$ cat config.mk
export PLATFORM = sky130hd
export DESIGN_NAME = iter_shifter_v2_flat
export DESIGN_NICKNAME = d
export VERILOG_FILES = /design/src/rtl/iter_shifter_v2_if.sv /design/src/rtl/iter_shifter_v2.sv /design/src/flat_wrapper.sv
export SDC_FILE = /design/constraint.sdc
export NUM_CORES = 1
export LEC_CHECK = 0
export CORE_MARGIN = 2
export CORE_UTILIZATION = 58
export CTS_CLUSTER_DIAMETER = 120
export CTS_CLUSTER_SIZE = 12
export DETAILED_ROUTE_END_ITERATION = 10
export PLACE_DENSITY = 0.82
export SLEW_MARGIN = 20
export SYNTH_ARGS = -nofsm -noshare
export SYNTH_HDL_FRONTEND = slang
export SYNTH_SLANG_ARGS = --single-unit
$ cat constraint.sdc
create_clock -name clk -period 4.9 [get_ports clk]
set_input_delay 0.735 -clock clk [delete_from_list [all_inputs] [get_ports clk]]
set_output_delay 0.735 -clock clk [all_outputs]
set_load 0.02 [all_outputs]
$ cat src/rtl/iter_shifter_v2_if.sv
// Issue-side handshake and operand bus for the ALU2 iterative shifter.
// The master (issue logic) drives start/flush and the operand, the slave
// (shifter) returns busy, done and the result.
interface iter_shifter_v2_if #(
  parameter int XLEN    = 32,
  parameter int SHAMT_W = $clog2(XLEN)
);
  logic               start;
  logic [2:0]         op;
  logic [XLEN-1:0]    data_in;
  logic [SHAMT_W-1:0] shamt;
  logic               flush;
  logic               busy;
  logic [XLEN-1:0]    data_out;
  logic               done;

  modport master (
    output start, op, data_in, shamt, flush,
    input  busy, data_out, done
  );

  modport slave (
    input  start, op, data_in, shamt, flush,
    output busy, data_out, done
  );
endinterface

$ cat src/rtl/iter_shifter_v2.sv
// Iterative SRL/SRA/SLL/ROR/ROL shifter for ALU2.
// Shifts at most STEP bits per cycle and finishes in the cycle of the last
// step, raising a one-cycle done pulse together with the result.
// Optional build macro ITER_SHIFTER_COARSE_EN adds an 8-bit coarse step that
// is taken whenever at least 8 bits remain; results are unchanged.
module iter_shifter_v2 #(
  parameter int XLEN    = 32,
  parameter int STEP    = 3,
  parameter int SHAMT_W = $clog2(XLEN)
) (
  input logic             clk,
  input logic             rst_n,
  iter_shifter_v2_if.slave bus
);

  // Remaining count and step size carry one extra bit so that XLEN itself
  // fits when forming the complementary rotate distance.
  localparam int RW = SHAMT_W + 1;
  localparam logic [RW-1:0] STEP_W = RW'(STEP);
  localparam logic [RW-1:0] XLEN_W = RW'(XLEN);
`ifdef ITER_SHIFTER_COARSE_EN
  localparam int COARSE = 8;
  localparam logic [RW-1:0] COARSE_W = RW'(COARSE);
`endif

  typedef enum logic {
    IDLE,
    SHIFT
  } state_t;

  state_t          state_q, state_d;
  logic [XLEN-1:0] acc_q, acc_d;
  logic [RW-1:0]   rem_q, rem_d;
  logic [2:0]      op_q, op_d;
  logic [XLEN-1:0] data_out_q, data_out_d;
  logic            done_q, done_d;

  logic [RW-1:0]   step;
  logic [XLEN-1:0] shifted;

  // One shift of 'a' by 's' bits; reserved op codes pass the operand through.
  function automatic logic [XLEN-1:0] shift_f(input logic [XLEN-1:0] a,
                                              input logic [2:0]      o,
                                              input logic [RW-1:0]   s);
    logic [RW-1:0]   inv;
    logic [XLEN-1:0] res;
    inv = XLEN_W - s;
    case (o)
      3'b000:  res = a >> s;
      3'b001:  res = $unsigned($signed(a) >>> s);
      3'b010:  res = a << s;
      3'b011:  res = (a >> s) | (a << inv);
      3'b100:  res = (a << s) | (a >> inv);
      default: res = a;
    endcase
    return res;
  endfunction

  // Per-cycle step size: coarse jump when enough bits remain, else fine step.
  always_comb begin
    step = (rem_q < STEP_W) ? rem_q : STEP_W;
`ifdef ITER_SHIFTER_COARSE_EN
    if (rem_q >= COARSE_W) begin
      step = COARSE_W;
    end
`endif
    shifted = shift_f(acc_q, op_q, step);
  end

  // Next-state, datapath update and completion logic.
  always_comb begin
    state_d    = state_q;
    acc_d      = acc_q;
    rem_d      = rem_q;
    op_d       = op_q;
    data_out_d = data_out_q;
    done_d     = 1'b0;
    unique case (state_q)
      IDLE: begin
        if (bus.start && !bus.flush) begin
          acc_d   = bus.data_in;
          rem_d   = (bus.op > 3'b100) ? '0 : {1'b0, bus.shamt};
          op_d    = bus.op;
          state_d = SHIFT;
        end
      end
      SHIFT: begin
        if (bus.flush) begin
          state_d = IDLE;
        end else begin
          acc_d = shifted;
          rem_d = rem_q - step;
          if (rem_q == step) begin
            data_out_d = shifted;
            done_d     = 1'b1;
            state_d    = IDLE;
          end
        end
      end
      default: state_d = IDLE;
    endcase
  end

  // State and datapath registers with asynchronous active-low reset.
  always_ff @(posedge clk or negedge rst_n) begin
    if (!rst_n) begin
      state_q    <= IDLE;
      acc_q      <= '0;
      rem_q      <= '0;
      op_q       <= '0;
      data_out_q <= '0;
      done_q     <= 1'b0;
    end else begin
      state_q    <= state_d;
      acc_q      <= acc_d;
      rem_q      <= rem_d;
      op_q       <= op_d;
      data_out_q <= data_out_d;
      done_q     <= done_d;
    end
  end

  assign bus.busy     = (state_q == SHIFT);
  assign bus.data_out = data_out_q;
  assign bus.done     = done_q;

endmodule

$ cat src/flat_wrapper.sv
// flat-port wrapper written by rule: the top's interface ports become plain ports
module iter_shifter_v2_flat 
#(
  parameter int XLEN    = 32,
  parameter int STEP    = 3,
  parameter int SHAMT_W = $clog2(XLEN)
)
  (clk, rst_n, bus_start, bus_op, bus_data_in, bus_shamt, bus_flush, bus_busy, bus_data_out, bus_done);
  iter_shifter_v2_if #(.XLEN(XLEN), .SHAMT_W(SHAMT_W)) bus_i ();
  input logic clk;
  input logic rst_n;
  input wire logic [$bits(bus_i.start)-1:0] bus_start;
  input wire logic [$bits(bus_i.op)-1:0] bus_op;
  input wire logic [$bits(bus_i.data_in)-1:0] bus_data_in;
  input wire logic [$bits(bus_i.shamt)-1:0] bus_shamt;
  input wire logic [$bits(bus_i.flush)-1:0] bus_flush;
  output wire logic [$bits(bus_i.busy)-1:0] bus_busy;
  output wire logic [$bits(bus_i.data_out)-1:0] bus_data_out;
  output wire logic [$bits(bus_i.done)-1:0] bus_done;
  assign bus_i.start = bus_start;
  assign bus_i.op = bus_op;
  assign bus_i.data_in = bus_data_in;
  assign bus_i.shamt = bus_shamt;
  assign bus_i.flush = bus_flush;
  assign bus_busy = bus_i.busy;
  assign bus_data_out = bus_i.data_out;
  assign bus_done = bus_i.done;
  iter_shifter_v2 #(.XLEN(XLEN), .STEP(STEP), .SHAMT_W(SHAMT_W)) u_core (.clk(clk), .rst_n(rst_n), .bus(bus_i));
endmodule
Yosys cells after proc, flatten, opt, wreduce, memory -nomap -nowiden:

Index checks and enable logic that the tools add are counted.
Widths: inputs -> output; s select.

* word-level logic and storage cells: 48
* input port bits: 44
* register bits after elaboration: 75

* equal/unequal tests: 7
* $lt $le $gt $ge: 2
* shifts and indexed selects: 5
* $add $sub $neg: 2
* reduce and logical (&&, ||, !) cells: 6
* mux-type cells: 16
* bitwise operators: 4

Operator list (number)
* $pmux 32 s5: 1
* $mux 32: 2
* $or 32x32->32: 2
* $pmux 32 s2: 1
* $shl 32x6->32: 2
* $shr 32x6->32: 2
* $sshr 32x6->32: 1
* $mux 6: 3
* $pmux 6 s2: 1
* $eq 3x2->1 const B: 2
* $eq 6x6->1: 1
* $lt 6x2->1 const B: 1
* $mux 1: 6
* $sub 6x6->6: 1
* $sub 6x6->6 const A: 1
* $mux 5: 1
* $reduce_and 2->1: 2
* $eq 3x1->1 const B: 1
* $eq 3x3->1 const B: 1
* $gt 3x3->1 const B: 1
* $logic_not 3->1: 1
* $reduce_and 3->1: 1
* $ne 2x1->1 const B: 1
* $ne 2x2->1 const B: 1
* other kinds (4): 5

Logic depth before layout (Yosys ltp):

* depth after elaboration: 8
* depth in mapped cells: 17

Worst setup path after synthesis:

Ideal clock, no wire load.

* kind: register -> register
* start: register u_core.rem_q[4]
* end: register u_core.acc_q[13]
* stages on the path, launching flop included: 15
* arrival: 3397 ps
* required time: 4774 ps
* buffers on the path: 6
* slack: 1377 ps
* period minus slack after synthesis: 3523 ps
* cells stage by stage: dfrtp_1 > nor4_2 > nand2_2 > inv_4 > buf_4 > buf_4 > buf_4 > ha_1 > clkbuf_1 > buf_1 > clkbuf_1 > nand2_1 > o211ai_1 > o2111ai_1 > a221o_1

* longest elaborated chain between the ends: 8
* elaborated cells on any way between the ends: 13
* classes of those cells: 1 x add/sub; 1 x order compare; 5 x shift; 4 x mux; 2 x bitwise

Ends and longest elaborated chain
* start: declaration: RTL line iter_shifter_v2.sv:33 `logic [RW-1:0] rem_q, rem_d;`
* start signal: assignment: RTL line iter_shifter_v2.sv:116 `rem_q <= rem_d;`
* $lt 6x2->1: RTL line iter_shifter_v2.sv:61 `step = (rem_q < STEP_W) ? rem_q : STEP_W;`
* $mux 6 (*): RTL line iter_shifter_v2.sv:61
* $sub 6x6->6: RTL line iter_shifter_v2.sv:47 `inv = XLEN_W - s;`
* $shr 32x6->32 / $shl 32x6->32 (equally long branches): RTL line iter_shifter_v2.sv:53, iter_shifter_v2.sv:52
* $or 32x32->32 (on tied branches): RTL line iter_shifter_v2.sv:53, iter_shifter_v2.sv:52
* $pmux 32 s5 (*): RTL line iter_shifter_v2.sv:48 `case (o)`
* $mux 32 (*): RTL line iter_shifter_v2.sv:88 `if (bus.flush) begin`
* $pmux 32 s2 (*): RTL line iter_shifter_v2.sv:78 `unique case (state_q)`
* end signal: assignment: RTL line iter_shifter_v2.sv:108 `acc_q <= '0;`
* end signal: assignment: RTL line iter_shifter_v2.sv:115 `acc_q <= acc_d;`
* end: declaration: RTL line iter_shifter_v2.sv:32 `logic [XLEN-1:0] acc_q, acc_d;`

Every way passes the cells marked *; elsewhere a longest branch is shown, timed or not. The select of a mux whose other input is x is not followed.
A chain may end at the register's enable or synchronous reset.

Final worst setup path:

* start: register u_core.rem_q[4]
* end: register u_core.data_out_q[21] (netlist: u_core.bus.data_out[21])

* longest elaborated chain between the ends: 6
* elaborated cells on any way between the ends: 13
* classes of those cells: 1 x add/sub; 1 x order compare; 1 x eq/ne; 5 x shift; 2 x mux; 2 x bitwise; 1 x reduce/logical

Ends and longest elaborated chain
* $lt 6x2->1: RTL line iter_shifter_v2.sv:61
* $mux 6: RTL line iter_shifter_v2.sv:61
* $sub 6x6->6: RTL line iter_shifter_v2.sv:47
* $shr 32x6->32 / $shl 32x6->32 (equally long branches): RTL line iter_shifter_v2.sv:53, iter_shifter_v2.sv:52
* $or 32x32->32 (on tied branches): RTL line iter_shifter_v2.sv:53, iter_shifter_v2.sv:52
* $pmux 32 s5: RTL line iter_shifter_v2.sv:48
* end signal: assignment: RTL line iter_shifter_v2.sv:118 `data_out_q <= data_out_d;`
* end: declaration: RTL line iter_shifter_v2.sv:35 `logic [XLEN-1:0] data_out_q, data_out_d;`

Parallel ways exist; a longest one is shown, timed or not.

==> metrics <==
number of cell rows 39; area share of fa/ha/maj cells after synthesis 0.00549; maxcap violations 0; Filler Cell Count between 900 and 1000; proportion of synthesized area in mux cells 0.141; Core Area 11500 um2; final core utilization 0.681; Layout area overhead 14.4%; initial antenna violation count 0; Power Total 6.01 mW; top cells by area, synth dfrtp_1 27%, mux4_2 6.9%, nand2_1 6.9%; Max Clk Rate ~260 MHz; number of synthesized flops with an enable pin 0; RSZ-0062 raised after global routing false; worst-path maximum fanout 18; Pins Over Slew Limit 0; full die area 12700 um2; Post-synth top cells 125 x nand2_1, 77 x clkbuf_1, 75 x dfrtp_1; largest family of logic cells by synthesized area compound AO/OA/AOI/OAI gates; post-synth top area share 0.275; height of the die between 100 and 150 um; crit path cell chain nor4_4 -> nand2_1 -> inv_2 -> ha_1 -> nor4bb_1 -> and2_1 -> o21ai_0 -> nor3b_1 -> o2111a_1 -> o21ai_1; Leak 3.10 nW; Mapped Area 6830 um2; Max-slew headroom 0.317; asr flop ratio synth 1.00; DR WL met2 between 10000 and 15000 um; Hold WS ~480 ps; Net Count, Synth between 900 and 1000; post-route ant nets 0; Worst Setup End Kind flop; library cells used by synthesis 72; post-synthesis compound-gate area fraction 0.323; Cell Pwr Density a little under 800 nW/um2; post_cts resized 0; Root Driver clkbuf_16; Synth Warn # 0; top_reg_cell synth dfrtp_1; CP arrival between 4000 and 5000 ps; Synth Area in Simple Gates 0.177; initial core utilization 0.596; Worst VDD drop 0.448 mV; Critical Path RT 5180 ps; Placed Area 7520 um2; first-pass GRT wire length approximately 46000 um; clock skew 8.19 ps; cts hold-fix bufs 0; number of global-route vias before repair 7867; WS Path Type reg -> reg; DRC viols 0; Tcrit/Tclk final 0.798; register area share after synthesis 0.275; status complete, no violations; total negative setup slack 0 ps; worst-case clock buffer depth 2; # Post-CTS Setup Buffers 0; final setup fails 0; routed wire length 29700 um; Buf/Inv on CP 1; Synth Instances 878; post-route cell area just under 8000 um2; highest routed layer met4; CTS tree yes; area share of xor/xnor cells in the synthesized design 0.00385; leading area contributor after synthesis dfrtp_1; Min-Delay Path Class reg -> reg; CP top delay family simple AND/OR/NAND/NOR gates; via count 8201; clock buffer count from CTS 9; post-route minimum period 3910 ps; Iter 0 DRT Violations ~1700; Slowest cell on crit path and2_1; final hold vios 0; Post-layout nets 929; count leader, synth nand2_1; clock sink count 75; post-DP HPWL 19500 um; count of input and output buffers 77; largest net degree at the start of global routing 76; io pins 78; share of layout cells above drive strength 1 0.0981; Worst-path clk slew 60 ps; routed wl met3 5010 um; GRT Resource Usage Total 0.474; syn avg cell area 7.78 um2; Skew-Pair Late Insertion Delay 350 ps; crit start category flop; Max H-tree Level 3; gr ovfl total 0; Routed WL per cell 28.8 um; #FFs+latches synth 75; detailed-route wire length on metal 1 just over 10000 um; Via density around 8.0; gpl congestion 1.10; CP max stage delay around 840 ps; Worst Tran Pin Value 1020 ps; DIE WIDTH 113 um; DR pass1 iterations 8
## per-stage QoR
step | setup slack, ps | cells
2_1_floorplan | 1380 | 878
3_3_place_gp | 1340 | 1014
3_5_place_dp | 1180 | 1014
4_1_cts | 1160 | 1030
5_1_grt | 847 | 1030
6_report | 989 | 1031
## per-layer routing
metal / up-vias / GRT usage
li1: 3302 / -
met5: - / 0
met1: 3827 / 0.624
met3: 221 / 0.193
met2: 851 / 0.663
met4: 0 / 0.261
## state kept, by name, indices dropped and copies added, names as in the netlist
signal and cells:
u_core.acc_q 32, u_core.bus.data_out 32, u_core.rem_q 6, u_core.op_q 3
u_core.bus.busy 1, u_core.bus.done 1
## worst register-to-register path: cells and delay by family, from the launching register on
kind | cells | cell delay (ps)
buffers and inverters | 1 | 90
AOI/OAI and AO/OA | 3 | 670
adders and majority gates | 1 | 430
and+or+nand+nor | 5 | 2190
DFF | 1 | 460
## layout by cell type (no fill, tap or decap), types with 12 or more instances in the layout
cell             Yosys  final
nand3_1             29     29
mux4_2              21     21
o21ai_1             27     26
or3_1               12     12
a31oi_1             26     26
inv_1               16     16
a21oi_1             65     65
a21o_1              14     14
mux2i_1             32     32
clkdlybuf4s50_1      0     76
nand2_1            125    125
nor2_1              47     47
mux2_2              15     15
dfrtp_1             75     75
o211ai_1            29     29
buf_4                6     22
o21ai_0             70     69
## cell families (layout without fill, tap and decap cells)
group | after synthesis | after routing
buffers and inverters | 124 | 133
xor gates and xnor gates | 3 | 3
adders and majority gates | 3 | 3
muxes | 68 | 68
DFF | 75 | 75
other | 0 | 1
AOI/OAI and AO/OA | 339 | 339
and+or+nand+nor | 266 | 266
## worst paths after layout
path                                               startpoint                             endpoint  slack (ps)  depth (start not counted)
max in group asynchronous                               rst_n  u_core.bus.data_out[22]$_DFFE_PN0P_        3720                          1
setup reg to reg                  u_core.rem_q[4]$_DFFE_PN0P_  u_core.bus.data_out[21]$_DFFE_PN0P_         990                         10
hold / removal             u_core.bus.data_out[2]$_DFFE_PN0P_   u_core.bus.data_out[2]$_DFFE_PN0P_         480                          2
setup / recovery                  u_core.rem_q[4]$_DFFE_PN0P_  u_core.bus.data_out[21]$_DFFE_PN0P_         990                         10
hold reg to reg            u_core.bus.data_out[2]$_DFFE_PN0P_   u_core.bus.data_out[2]$_DFFE_PN0P_         480                          2
min in group asynchronous                               rst_n  u_core.bus.data_out[28]$_DFFE_PN0P_         540                          1
## power by group
group | internal, mW | switching [mW] | total [mW]
Combinational | 1.48 | 2.27 | 3.75
Clock | 0.409 | 0.275 | 0.684
Sequential | 0.880 | 0.696 | 1.58
Total | 2.77 | 3.25 | 6.01
## cell type report
cell class	count	area (um2)	area share
sequential	75	1880	0.240
clock inverter	4	48.8	0.00624
antenna	1	2.50	0.000320
tap	143	179	0.0229
multi-input combinational	679	4460	0.571
timing repair buffer	98	926	0.118
clock buffer	12	246	0.0315
inverter	19	73.8	0.00945
No activity file was read; power rests on OpenSTA's default activity.
